## src/rtl/audio_playback_ctrl.sv

```systemverilog
// Playback sequencer between the recorder SRAM and the I2S DAC serializer.
// One sample per left-channel frame, with fast skip, slow hold or slow linear interpolation.
module audio_playback_ctrl #(
  parameter int ADDR_W = 20,
  parameter int DATA_W = 16
) (
  input  logic                     i_clk,
  input  logic                     i_rst,
  input  logic                     i_start,
  input  logic                     i_pause,
  input  logic                     i_stop,
  input  logic [1:0]               i_mode,
  input  logic [2:0]               i_speed,
  input  logic [ADDR_W-1:0]        i_end_addr,
  input  logic                     i_daclrck,
  input  logic signed [DATA_W-1:0] i_sram_data,
  output logic [ADDR_W-1:0]        o_sram_addr,
  output logic signed [DATA_W-1:0] o_dac_data,
  output logic                     o_dac_en,
  output logic                     o_busy,
  output logic                     o_done
);

  typedef enum logic [2:0] {
    S_IDLE, S_WAIT, S_FETCH0, S_FETCH1, S_CALC, S_OUT, S_PAUSED
  } state_t;

  state_t                   r_state;
  logic                     r_lrck_q;
  logic [ADDR_W-1:0]        r_addr;
  logic [2:0]               r_k;
  logic [3:0]               r_f;
  logic                     r_fast;
  logic                     r_lin;
  logic                     r_pause_pend;
  logic signed [DATA_W-1:0] r_s0;
  logic signed [DATA_W-1:0] r_s1;

  logic                     w_tick;
  logic [ADDR_W:0]          w_addr_inc;
  logic [ADDR_W:0]          w_addr_fast;
  logic [ADDR_W:0]          w_addr_next;
  logic                     w_k_wrap;
  logic                     w_past_end;
  logic                     w_at_end;
  logic signed [DATA_W-1:0] w_interp;

  // s0 + ((s1-s0)*k)/F; signed division truncates toward zero
  function automatic logic signed [DATA_W-1:0] interp(
    input logic signed [DATA_W-1:0] s0,
    input logic signed [DATA_W-1:0] s1,
    input logic [2:0]               k,
    input logic [3:0]               f
  );
    logic signed [DATA_W:0]   diff;
    logic signed [DATA_W+3:0] d_x, k_x, f_x, s0_x, prod, quo, sum;
    diff = {s1[DATA_W-1], s1} - {s0[DATA_W-1], s0};
    d_x  = {{3{diff[DATA_W]}}, diff};
    k_x  = {{(DATA_W+1){1'b0}}, k};
    f_x  = {{DATA_W{1'b0}}, f};
    s0_x = {{4{s0[DATA_W-1]}}, s0};
    prod = d_x * k_x;
    quo  = prod / f_x;
    sum  = s0_x + quo;
    return sum[DATA_W-1:0];
  endfunction

  assign w_tick      = r_lrck_q & ~i_daclrck;
  assign w_addr_inc  = {1'b0, r_addr} + {{ADDR_W{1'b0}}, 1'b1};
  assign w_addr_fast = {1'b0, r_addr} + {{(ADDR_W-3){1'b0}}, r_f};
  // also catches a k left over from a larger F
  assign w_k_wrap    = ({1'b0, r_k} + 4'd1) >= r_f;
  assign w_at_end    = (r_addr == i_end_addr);
  assign w_interp    = interp(r_s0, r_s1, r_k, r_f);

  always_comb begin
    w_addr_next = {1'b0, r_addr};
    if (r_fast)        w_addr_next = w_addr_fast;
    else if (w_k_wrap) w_addr_next = w_addr_inc;
  end

  assign w_past_end = w_addr_next > {1'b0, i_end_addr};

  always_ff @(posedge i_clk) begin
    if (i_rst) begin
      r_state      <= S_IDLE;
      r_lrck_q     <= 1'b0;
      r_addr       <= '0;
      r_k          <= '0;
      r_f          <= 4'd1;
      r_fast       <= 1'b1;
      r_lin        <= 1'b0;
      r_pause_pend <= 1'b0;
      r_s0         <= '0;
      r_s1         <= '0;
      o_sram_addr  <= '0;
      o_dac_data   <= '0;
      o_dac_en     <= 1'b0;
      o_busy       <= 1'b0;
      o_done       <= 1'b0;
    end else begin
      r_lrck_q <= i_daclrck;
      o_dac_en <= 1'b0;
      o_done   <= 1'b0;
      if (i_stop) begin
        r_state      <= S_IDLE;
        r_addr       <= '0;
        r_k          <= '0;
        r_pause_pend <= 1'b0;
        o_busy       <= 1'b0;
      end else begin
        case (r_state)
          S_IDLE: begin
            if (i_start) begin
              r_state <= S_WAIT;
              r_addr  <= '0;
              r_k     <= '0;
              o_busy  <= 1'b1;
            end
          end
          S_WAIT: begin
            if (i_pause) begin
              r_state <= S_PAUSED;
            end else if (w_tick) begin
              r_state     <= S_FETCH0;
              r_f         <= {1'b0, i_speed} + 4'd1;
              r_fast      <= (i_mode != 2'b01) && (i_mode != 2'b10);
              r_lin       <= (i_mode == 2'b10);
              o_sram_addr <= r_addr;
            end
          end
          S_FETCH0: begin
            if (i_pause) r_pause_pend <= 1'b1;
            if (r_lin) begin
              r_state <= S_FETCH1;
              if (!w_at_end) o_sram_addr <= w_addr_inc[ADDR_W-1:0];
            end else begin
              r_state <= S_CALC;
            end
          end
          S_FETCH1: begin
            if (i_pause) r_pause_pend <= 1'b1;
            r_s0    <= i_sram_data;
            r_state <= S_CALC;
          end
          S_CALC: begin
            if (i_pause) r_pause_pend <= 1'b1;
            if (r_lin) r_s1 <= w_at_end ? r_s0 : i_sram_data;
            else       r_s0 <= i_sram_data;
            r_state <= S_OUT;
          end
          S_OUT: begin
            o_dac_data   <= r_lin ? w_interp : r_s0;
            o_dac_en     <= 1'b1;
            r_pause_pend <= 1'b0;
            if (w_past_end) begin
              r_state <= S_IDLE;
              r_addr  <= '0;
              r_k     <= '0;
              o_busy  <= 1'b0;
              o_done  <= 1'b1;
            end else begin
              r_addr  <= w_addr_next[ADDR_W-1:0];
              if (!r_fast) r_k <= w_k_wrap ? 3'd0 : r_k + 3'd1;
              r_state <= (r_pause_pend || i_pause) ? S_PAUSED : S_WAIT;
            end
          end
          S_PAUSED: begin
            if (!i_pause && i_start) r_state <= S_WAIT;
          end
          default: r_state <= S_IDLE;
        endcase
      end
    end
  end

endmodule

```

## config.mk

```make
export PLATFORM = sky130hd
export DESIGN_NAME = audio_playback_ctrl
export DESIGN_NICKNAME = d
export VERILOG_FILES = /design/src/rtl/audio_playback_ctrl.sv
export SDC_FILE = /design/constraint.sdc
export NUM_CORES = 1
export LEC_CHECK = 0
export CORE_UTILIZATION = 40
export CTS_CLUSTER_SIZE = 20
export DETAILED_ROUTE_END_ITERATION = 10
export PLACE_DENSITY = 0.63
export SLEW_MARGIN = 0
export SYNTH_ARGS = -nofsm -noshare
export SYNTH_HDL_FRONTEND = slang
export SYNTH_SLANG_ARGS = --single-unit
```

## constraint.sdc

```tcl
create_clock -name i_clk -period 48.7 [get_ports i_clk]
set_input_delay 4.87 -clock i_clk [delete_from_list [all_inputs] [get_ports i_clk]]
set_output_delay 4.87 -clock i_clk [all_outputs]
set_load 0.05 [all_outputs]
```

After elaboration in Yosys (flattened, before gate mapping)
Cells that the tools add are included.
Storage, ports and cells
  bits in registers: 105
  input port bits: 47
  output and inout bits: 39
  logic and storage cells: 108
Operators by class
  add/subtract/negate cells: 7
  $mul: 1
  div/mod/pow operators: 1
  order comparisons: 2
  eq/ne operators: 21
  multiplexer cells: 34
  bitwise logic cells: 5
  reduce and logical (&&, ||, !) cells: 22
Operators by type and width (count)
  20-bit 2-to-1 mux: 6
  20-bit one-hot mux with 2 select lines: 2
  16-bit 2-to-1 mux: 3
  21-bit 2-to-1 mux: 2
  3-bit 2-to-1 mux: 11
  16-bit one-hot mux with 2 select lines: 1
  20-bit by 1-bit adder with 21-bit output (second input constant): 1
  20-bit by 4-bit adder with 21-bit output: 1
  21-bit by 20-bit greater-than comparator with 1-bit output: 1
  3-bit one-hot mux with 7 select lines: 1
  20-bit by 5-bit divider with 20-bit output: 1
  20-bit equality test: 1
  17-bit by 4-bit multiplier with 20-bit output: 1
  2-bit != test (second input constant): 9
  16-bit by 16-bit subtractor with 17-bit output: 1
  16-bit adder: 1
  3-bit AND reduction: 5
  3-bit equality test (second input constant): 3
  3-bit by 1-bit adder with 4-bit output (second input constant): 2
  2-bit nonzero test: 4
  3-bit by 2-bit equality test with 1-bit output (second input constant): 2
  3-bit != test (second input constant): 2
  3-bit one-hot mux with 2 select lines: 1
  2-bit AND reduction: 3
  17 further kinds: 28

Longest topological paths before layout
Gate-level depths: netlist of the first run.
  word-level depth: 7
  mapped depth: 262
  mapped depth without buffers: 247

Worst setup path before layout of the first run
Ideal clock, no wire load.
  kind: register -> register
  start point: reg r_s0[1]
  end point: reg o_dac_data[15]
  library setup time: 0.133 ns
  arrival time: 46.319 ns
  required time: 48.567 ns
  path slack: 2.249 ns
  stages on the path, launching flop included: 250
  path buffers: 15
  clock period less this slack: 46.451 ns
  path through: dfxtp_1 -> inv_1 -> ha_1 -> nor2b_1 -> o21ai_0 -> nand2b_1 -> a21o_1 -> a21o_1 -> a21o_1 -> a21o_1 -> a21o_1 -> a21o_1 -> a21o_1 -> a21o_1 -> a21o_1 -> a21oi_1 -> o21bai_1 -> a21oi_1 -> (+214 left out) -> a21o_1 -> a21o_1 -> a21o_1 -> a21oi_1 -> o21bai_1 -> a21oi_1 -> o21bai_1 -> a21oi_1 -> o21bai_1 -> a21oi_1 -> o21bai_1 -> a21oi_1 -> o21bai_1 -> a21oi_1 -> xnor2_1 -> xnor2_1 -> nand4_1 -> nor4b_1
On the way
  word-level cells in the longest chain between the ends: 5
Ends and longest elaborated chain
  from (decl): RTL line 36  | logic signed [DATA_W-1:0] r_s0;
  from (signal assigned): RTL line 143  | r_s0 <= i_sram_data;
  from (signal assigned): RTL line 149  | else r_s0 <= i_sram_data;
  16-bit by 16-bit subtractor with 17-bit output: RTL line 57  | diff = {s1[DATA_W-1], s1} - {s0[DATA_W-1], s0};
  17-bit by 4-bit multiplier with 20-bit output: RTL line 62  | prod = d_x * k_x;
  20-bit by 5-bit divider with 20-bit output: RTL line 63  | quo = prod / f_x;
  16-bit adder (*): RTL line 64  | sum = s0_x + quo;
  16-bit 2-to-1 mux (*): RTL line 153  | o_dac_data <= r_lin ? w_interp : r_s0;
  to (signal assigned): RTL line 153
  to (decl): RTL line 18  | output logic signed [DATA_W-1:0] o_dac_data,
Every way passes the cells marked *; elsewhere a longest branch is shown, timed or not.
A chain may end at the register's enable or synchronous reset.

Worst setup path in the final report of the first run
Ends and elaborated chain as after synthesis.

==> results.cfg, run 1 <==
[run_status]
status = completed

[cells_and_area]
drive_gt1_share_pct = 10.43
fin_cells = 3049
syn2layout_area_growth_pct = 13.44
fin_nets = 2702
diodes = 0
nFillCells = 4363

[worst_setup_path]
r2r_cells = 232
path_max_fanout = 11
cp_slowest_cell = or4b_4
cp-end-kind = flip-flop
critical_path_class = reg2reg
crit_path_end = o_dac_data[15]$_SDFFE_PP0P_
r2r_start = r_s0[1]$_SDFFE_PP0P_
cp-startpoint = r_s0[1]$_SDFFE_PP0P_
reg2reg_slack_ps = 3200
path_common_cell = o21a_1
required_ps = 48990
start_kind = flip-flop
rr_endpoint = o_dac_data[15]$_SDFFE_PP0P_
cpPeakStageDelay_ps = 560
worst-endpoint-arrival_ps = 45790

[yosys]
muxShareOfSynthArea_pct = 5.640
synth_top_family_by_area = compound AO/OA/AOI/OAI gates
synth_top_cell_area_share_pct = 12.53
synth_xor_area_share_pct = 8.973
synth_compound_area_share_pct = 26.57
synth_edf_count = 0
syn-instance-count = 2391
ys_types = 121
yosysWarningCount = 0
syn-num-nets = 2634
synthFlopType = dfxtp_1
ys_async_sr_fraction_pct = 0
synth_fa_ha_area_share_pct = 14.87
synthSimpleGateAreaFrac_pct = 26.49
syn_area_mm2 = 0.01757
synth_seq_cells = 105
avgSynthCellArea_um2 = 7.348
yosys.area.top_type = ha_1
yosysSeqAreaShare_pct = 11.96
synth.top_cells.by_area = ha_1 (13%), dfxtp_1 (12%), nor2_1 (6.0%)

[drt]
ant_nets = 0
avgRoutedWirePerCell_um = 17.74
drc = 0
viasPerCell = 5.855
totalWireLength_mm = 54.09
first_pass_iters = 5
drt_iter0_markers = 1300
vias = 17851

[floorplan]
pin_count = 86
dieArea_mm2 = 0.04477
die_y_um = 211.6
initial_core_util_pct = 40.70
die_w_um = 211.6
rows = 76
coreArea_mm2 = 0.04317

[sta]
slew_viol_final = 0
worst_slew_pin_slew_ps = 1237
relSlewSlack_pct = 15.38
finalHoldViolations = 0
fmax_ghz = 0.02198
timing.final.crit_share_pct = 93.43
setup_viol = 0
min_period_ps = 45500
setup_ws_ps = 3200
finClkSkew_ps = 20.60

[global_routing]
grt_max_degree = 79
grt_antenna_before_repair = 0
grt_pass1_vias = 17189
grtUsageTotal_pct = 24.05
grt_pass1_wl_mm = 87.85
grt_overflow = 0

[clock_tree]
cts_buffers = 9
cts_sinks = 105
cts.reportedPaths.clkPinSlew_ps = 90
clock-root-buffer = clkbuf_16
hold_buffers = 0
clockBufferDepth = 2
clkLatencyLatePin_ps = 390
h-tree-depth = 3
cts_tree = yes

[run]
cap_violations = 0

[worst_hold_path]
hold_path_class = reg2reg

[placed_design]
io_buffer_count = 85
place_congestion = 0.9519
post-dp-hpwl_mm = 43.59
placed_cells = 3004
pre_cts_slack_ps = -919.6
worst min-delay path by stage:
stage                               start                         end  slack [ps]  cells after the start
2_1_floorplan        r_s1[0]$_SDFFE_PP0P_        r_s1[0]$_SDFFE_PP0P_         480                      2
3_3_place_gp   o_dac_data[2]$_SDFFE_PP0P_  o_dac_data[2]$_SDFFE_PP0P_         450                      2
3_5_place_dp   o_dac_data[2]$_SDFFE_PP0P_  o_dac_data[2]$_SDFFE_PP0P_         450                      2
4_1_cts        o_dac_data[2]$_SDFFE_PP0P_  o_dac_data[2]$_SDFFE_PP0P_         470                      2
5_1_grt        o_dac_data[2]$_SDFFE_PP0P_  o_dac_data[2]$_SDFFE_PP0P_         480                      2
6_report       o_dac_data[2]$_SDFFE_PP0P_  o_dac_data[2]$_SDFFE_PP0P_         460                      2
synth_stat cells (6+ instances only):
cell / number
a211o_1: 10
a211oi_1: 68
a21o_1: 56
a21oi_1: 149
a22oi_1: 26
a2bb2oi_1: 7
a31oi_1: 19
and2_1: 56
and3_1: 25
and4_1: 13
buf_1: 7
buf_2: 6
clkbuf_1: 75
dfxtp_1: 105
fa_1: 20
ha_1: 176
inv_1: 151
mux2_2: 20
mux2i_1: 71
nand2_1: 173
nand2b_1: 34
nand3_1: 53
nand4_1: 34
nand4b_1: 8
nor2_1: 279
nor2b_1: 25
nor3_1: 78
nor4_1: 22
nor4b_1: 8
o2111ai_1: 8
o211a_1: 6
o211ai_1: 18
o21a_1: 52
o21ai_0: 80
o21ai_1: 13
o21bai_1: 20
o31ai_1: 17
or2_2: 27
or3_1: 22
or4_1: 7
xnor2_1: 115
xor2_1: 65
layout by cell type, fill, tap and decap left out, types with 9 or more instances in the layout:
cell type,n
a21o_1,56
nand2b_1,34
o21ai_1,17
xnor2_1,114
xor2_1,65
a31oi_1,18
a22oi_1,26
ha_1,176
a21oi_2,24
o211ai_1,18
mux2_2,19
clkdlybuf4s50_1,84
or2_2,27
a211oi_1,68
mux2i_1,67
and2_1,55
a21oi_1,127
fa_1,20
nand3_1,51
and3_1,23
nor2b_1,23
nand2_1,169
buf_4,67
o31ai_1,17
or3_1,21
nor2_2,10
nor2_1,267
nor3_1,76
and4_1,11
nand4_1,34
nor4_1,20
dfxtp_1,104
inv_1,150
o21ai_0,74
o21bai_1,20
o21a_1,52
a211o_1,10
clkbuf_16,9
cell families after synthesis:
logic type / Yosys count
flops: 105
xor+xnor: 180
compound gates: 658
mux: 95
simple gates: 910
buf+inv: 246
fa+ha+maj: 197
registers in the layout, indices dropped and copies added (netlist names):
register / cells
r_s0: 16
o_done: 1
r_pause_pend: 1
o_dac_data: 16
r_lin: 1
r_lrck_q: 1
r_s1: 16
r_state: 3
o_sram_addr: 20
r_f: 4
r_k: 3
o_busy: 1
r_fast: 1
o_dac_en: 1
r_addr: 20
layout make-up:
class	count	area (um2)	area share [%]
inverters	151	566.8	2.844
multi-input cells	2040	14840	74.48
clock buffers	9	225.2	1.130
repair buffers	152	1349	6.768
flip-flops and latches	105	2106	10.57
well taps	585	732.0	3.673
clock inverters	7	107.6	0.5399
per-layer routing:
| metal | track usage [%] | vias up | part of all wire (%) |
|---|---|---|---|
| met3 | 2.018 | 62 | 3.6 |
| met2 | 40.57 | 373 | 46 |
| met4 | 5.647 | 0 | 1.9 |
| met1 | 32.95 | 8530 | 48 |
| met5 | 0 | - | 0 |
| li1 | - | 8886 | - |
worst max-delay path, delay by kind of cell, from the launching register on:
| kind | cells | cell delay, ps |
|---|---|---|
| buf+inv | 12 | 1380 |
| compound gates | 104 | 18940 |
| mux | 9 | 2480 |
| flops | 1 | 400 |
| fa+ha+maj | 25 | 7550 |
| simple gates | 78 | 13920 |
| xor+xnor | 4 | 670 |
per-stage QoR:
stage	hold WS [ps]	TNS (ps)	instance area, um2	utilization [%]
floorplan	478.1	0	17570	-
global placement	449.7	0	19060	44.14
detailed placement	453.3	-2542	19060	44.14
CTS	465.8	0	19450	45.05
global route	484.0	-154.7	19930	46.17
finish	461.8	0	19930	46.17
what timing repair did:
action / 4_1_cts / 5_1_grt
resized for setup: 9 / 78
pin swaps: 1 / 9
endpoints found under the hold margin: 0 / 0
endpoints found under the setup margin: 7 / 16
buffers inserted: 4 / 25
Power of run 1 is left out: the tool's default activity adds up to more than one toggle a clock period on the data nets, which glitch-free logic cannot reach.
==> run 2, diff against run 1 <==
--- a/config.mk
+++ b/config.mk
@@ -6,6 +6,7 @@
 export NUM_CORES = 1
 export LEC_CHECK = 0
 export CORE_UTILIZATION = 40
+export CTS_BUF_LIST = sky130_fd_sc_hd__clkbuf_2
 export CTS_CLUSTER_SIZE = 20
 export DETAILED_ROUTE_END_ITERATION = 10
 export PLACE_DENSITY = 0.63
==> run 2 against run 1 <==
Net effect:
- non-clock buffer count grew 2
- cell count increased by 0.13%
- first-iteration DRC count increased by 3.2%
- routed wire length decreased by 0.39%
- core utilization decreased by 0.38 points
- worst setup slack worse by 52 ps
- hold slack better by 13 ps
- die area is the same
- critical path depth grew 4
- via count is essentially flat
- fmax shrank 0.11%
- critical path type unchanged
- largest cell class unchanged
- highest routed layer unchanged
==> results.cfg, run 2 (synthesis results as in run 1) <==
[sta]
fmax_ghz = 0.02195
timing.final.crit_share_pct = 93.54
finClkSkew_ps = 72.43
finalHoldViolations = 0
slew_viol_final = 0
relSlewSlack_pct = 14.25
setup_viol = 0
worst_slew_pin_slew_ps = 1254
min_period_ps = 45550

[cells_and_area]
final_common_cell = nor2_1
mostFrequentLayoutCells = nor2_1 (267), ha_1 (176), nand2_1 (169)
seqCellArea_mm2 = 0.002106
syn2layout_area_growth_pct = 12.51
multi_input_area_mm2 = 0.01484
nFillCells = 4376
fin_area_mm2 = 0.01977
drive_gt1_share_pct = 10.46
post-route-util_pct = 45.79
reg_top3 = o_sram_addr: 20 flops, r_addr: 20 flops
fin_nets = 2704
fin_cells = 3053

[drt]
viasPerCell = 5.843
vias = 17839
ant_nets = 0
first_pass_iters = 5
avgRoutedWirePerCell_um = 17.65
totalWireLength_mm = 53.88
drt_iter0_markers = 1341
drc = 0

[worst_setup_path]
start_kind = flip-flop
critPathTopFamily = compound AO/OA/AOI/OAI gates
path_max_fanout = 11
cp_slowest_cell = or4b_4
worst-endpoint-arrival_ps = 46280
critical_path_class = reg2reg
critPathBufInv = 12
cp-end-kind = flip-flop
cpPeakStageDelay_ps = 560
reg2reg_slack_ps = 3150
path_common_cell = o21a_1
required_ps = 49430

[floorplan]
coreArea_mm2 = 0.04317
die_w_um = 211.6
rows = 76
dieArea_mm2 = 0.04477
initial_core_util_pct = 40.70
pin_count = 86
die_y_um = 211.6

[placed_design]
io_buffer_count = 85
placed_cells = 3004
place_congestion = 0.9519
post-dp-hpwl_mm = 43.59
postPlaceCellArea_mm2 = 0.01906

[global_routing]
grtUsageTotal_pct = 24.02
grt_pass1_wl_mm = 87.77
grt_antenna_before_repair = 2
grt_overflow = 0
grt_pass1_vias = 17166
grt_max_degree = 79

[worst_hold_path]
hold_path_class = reg2reg

[clock_tree]
h-tree-depth = 3
cts_sinks = 105
cts_buffers = 9
clock-root-buffer = clkbuf_2
cts.reportedPaths.clkPinSlew_ps = 370
cts_tree = yes
clkLatencyLatePin_ps = 780
clockBufferDepth = 2

[run_status]
status = completed

[run]
cap_violations = 0
[run 2: cell count changes in the layout (fill, tap and decap cells not counted), sizes merged]
cell / previous run / this run
diode: 0 / 2
buf: 68 / 70
[run 2: final timing paths]
kind | cells after the start | startpoint | end
hold / removal | 2 | o_dac_data[2]$_SDFFE_PP0P_ | o_dac_data[2]$_SDFFE_PP0P_
setup / recovery | 236 | r_s0[1]$_SDFFE_PP0P_ | o_dac_data[15]$_SDFFE_PP0P_
setup reg to reg | 236 | r_s0[1]$_SDFFE_PP0P_ | o_dac_data[15]$_SDFFE_PP0P_
hold reg to reg | 2 | o_dac_data[2]$_SDFFE_PP0P_ | o_dac_data[2]$_SDFFE_PP0P_
[run 2: layout make-up]
cell class | count | area share (%)
Multi-Input combinational cell | 2040 | 75.08
Sequential cell | 105 | 10.65
Timing Repair Buffer | 154 | 6.900
Tap cell | 585 | 3.703
Inverter | 151 | 2.867
Clock inverter | 7 | 0.5444
Clock buffer | 9 | 0.2279
Antenna cell | 2 | 0.02532
[run 2: per-stage QoR]
stage	setup TNS, ps	setup WS (ps)	hold WS (ps)
floorplan	0	2249	478.1
global placement	0	667.0	449.7
global route	-294.7	-205.3	492.2
detailed placement	-2542	-919.6	453.3
finish	0	3148	474.9
CTS	0	11.33	479.2
[run 2: repair_timing]
item                                    4_1_cts  5_1_grt
gates resized for setup                       9       77
setup buffers                                 4       27
hold buffers                                  0        0
endpoints found under the setup margin        7       16
pin swaps                                     1        9
[run 2: metal layers]
| metal | share of wire, % | track usage (%) | up-vias |
|---|---|---|---|
| met5 | 0 | 0 | - |
| met3 | 3.8 | 2.107 | 61 |
| met2 | 46 | 40.40 | 401 |
| met4 | 1.8 | 5.497 | 0 |
| met1 | 48 | 33.01 | 8486 |
| li1 | - | - | 8891 |
[run 2: worst register-to-register path: cells and delay by family (launching register included)]
family / cells / cell delay (ps)
AOI/OAI and AO/OA: 107 / 19010
adders and majority gates: 25 / 7500
and+or+nand+nor: 79 / 14060
buffers and inverters: 12 / 1380
muxes: 9 / 2490
xor gates and xnor gates: 4 / 620
DFF: 1 / 450
Power of run 2 is left out for the same reason.
==> run 3, diff against run 2 <==
--- a/config.mk
+++ b/config.mk
@@ -7,7 +7,7 @@
 export LEC_CHECK = 0
 export CORE_UTILIZATION = 40
 export CTS_BUF_LIST = sky130_fd_sc_hd__clkbuf_2
-export CTS_CLUSTER_SIZE = 20
+export CTS_CLUSTER_SIZE = 24
 export DETAILED_ROUTE_END_ITERATION = 10
 export PLACE_DENSITY = 0.63
 export SLEW_MARGIN = 0
==> results of run 3 <==
The final DEF is identical to that of run 2; final timing and power are the same.
Power of run 3 is left out for the same reason.
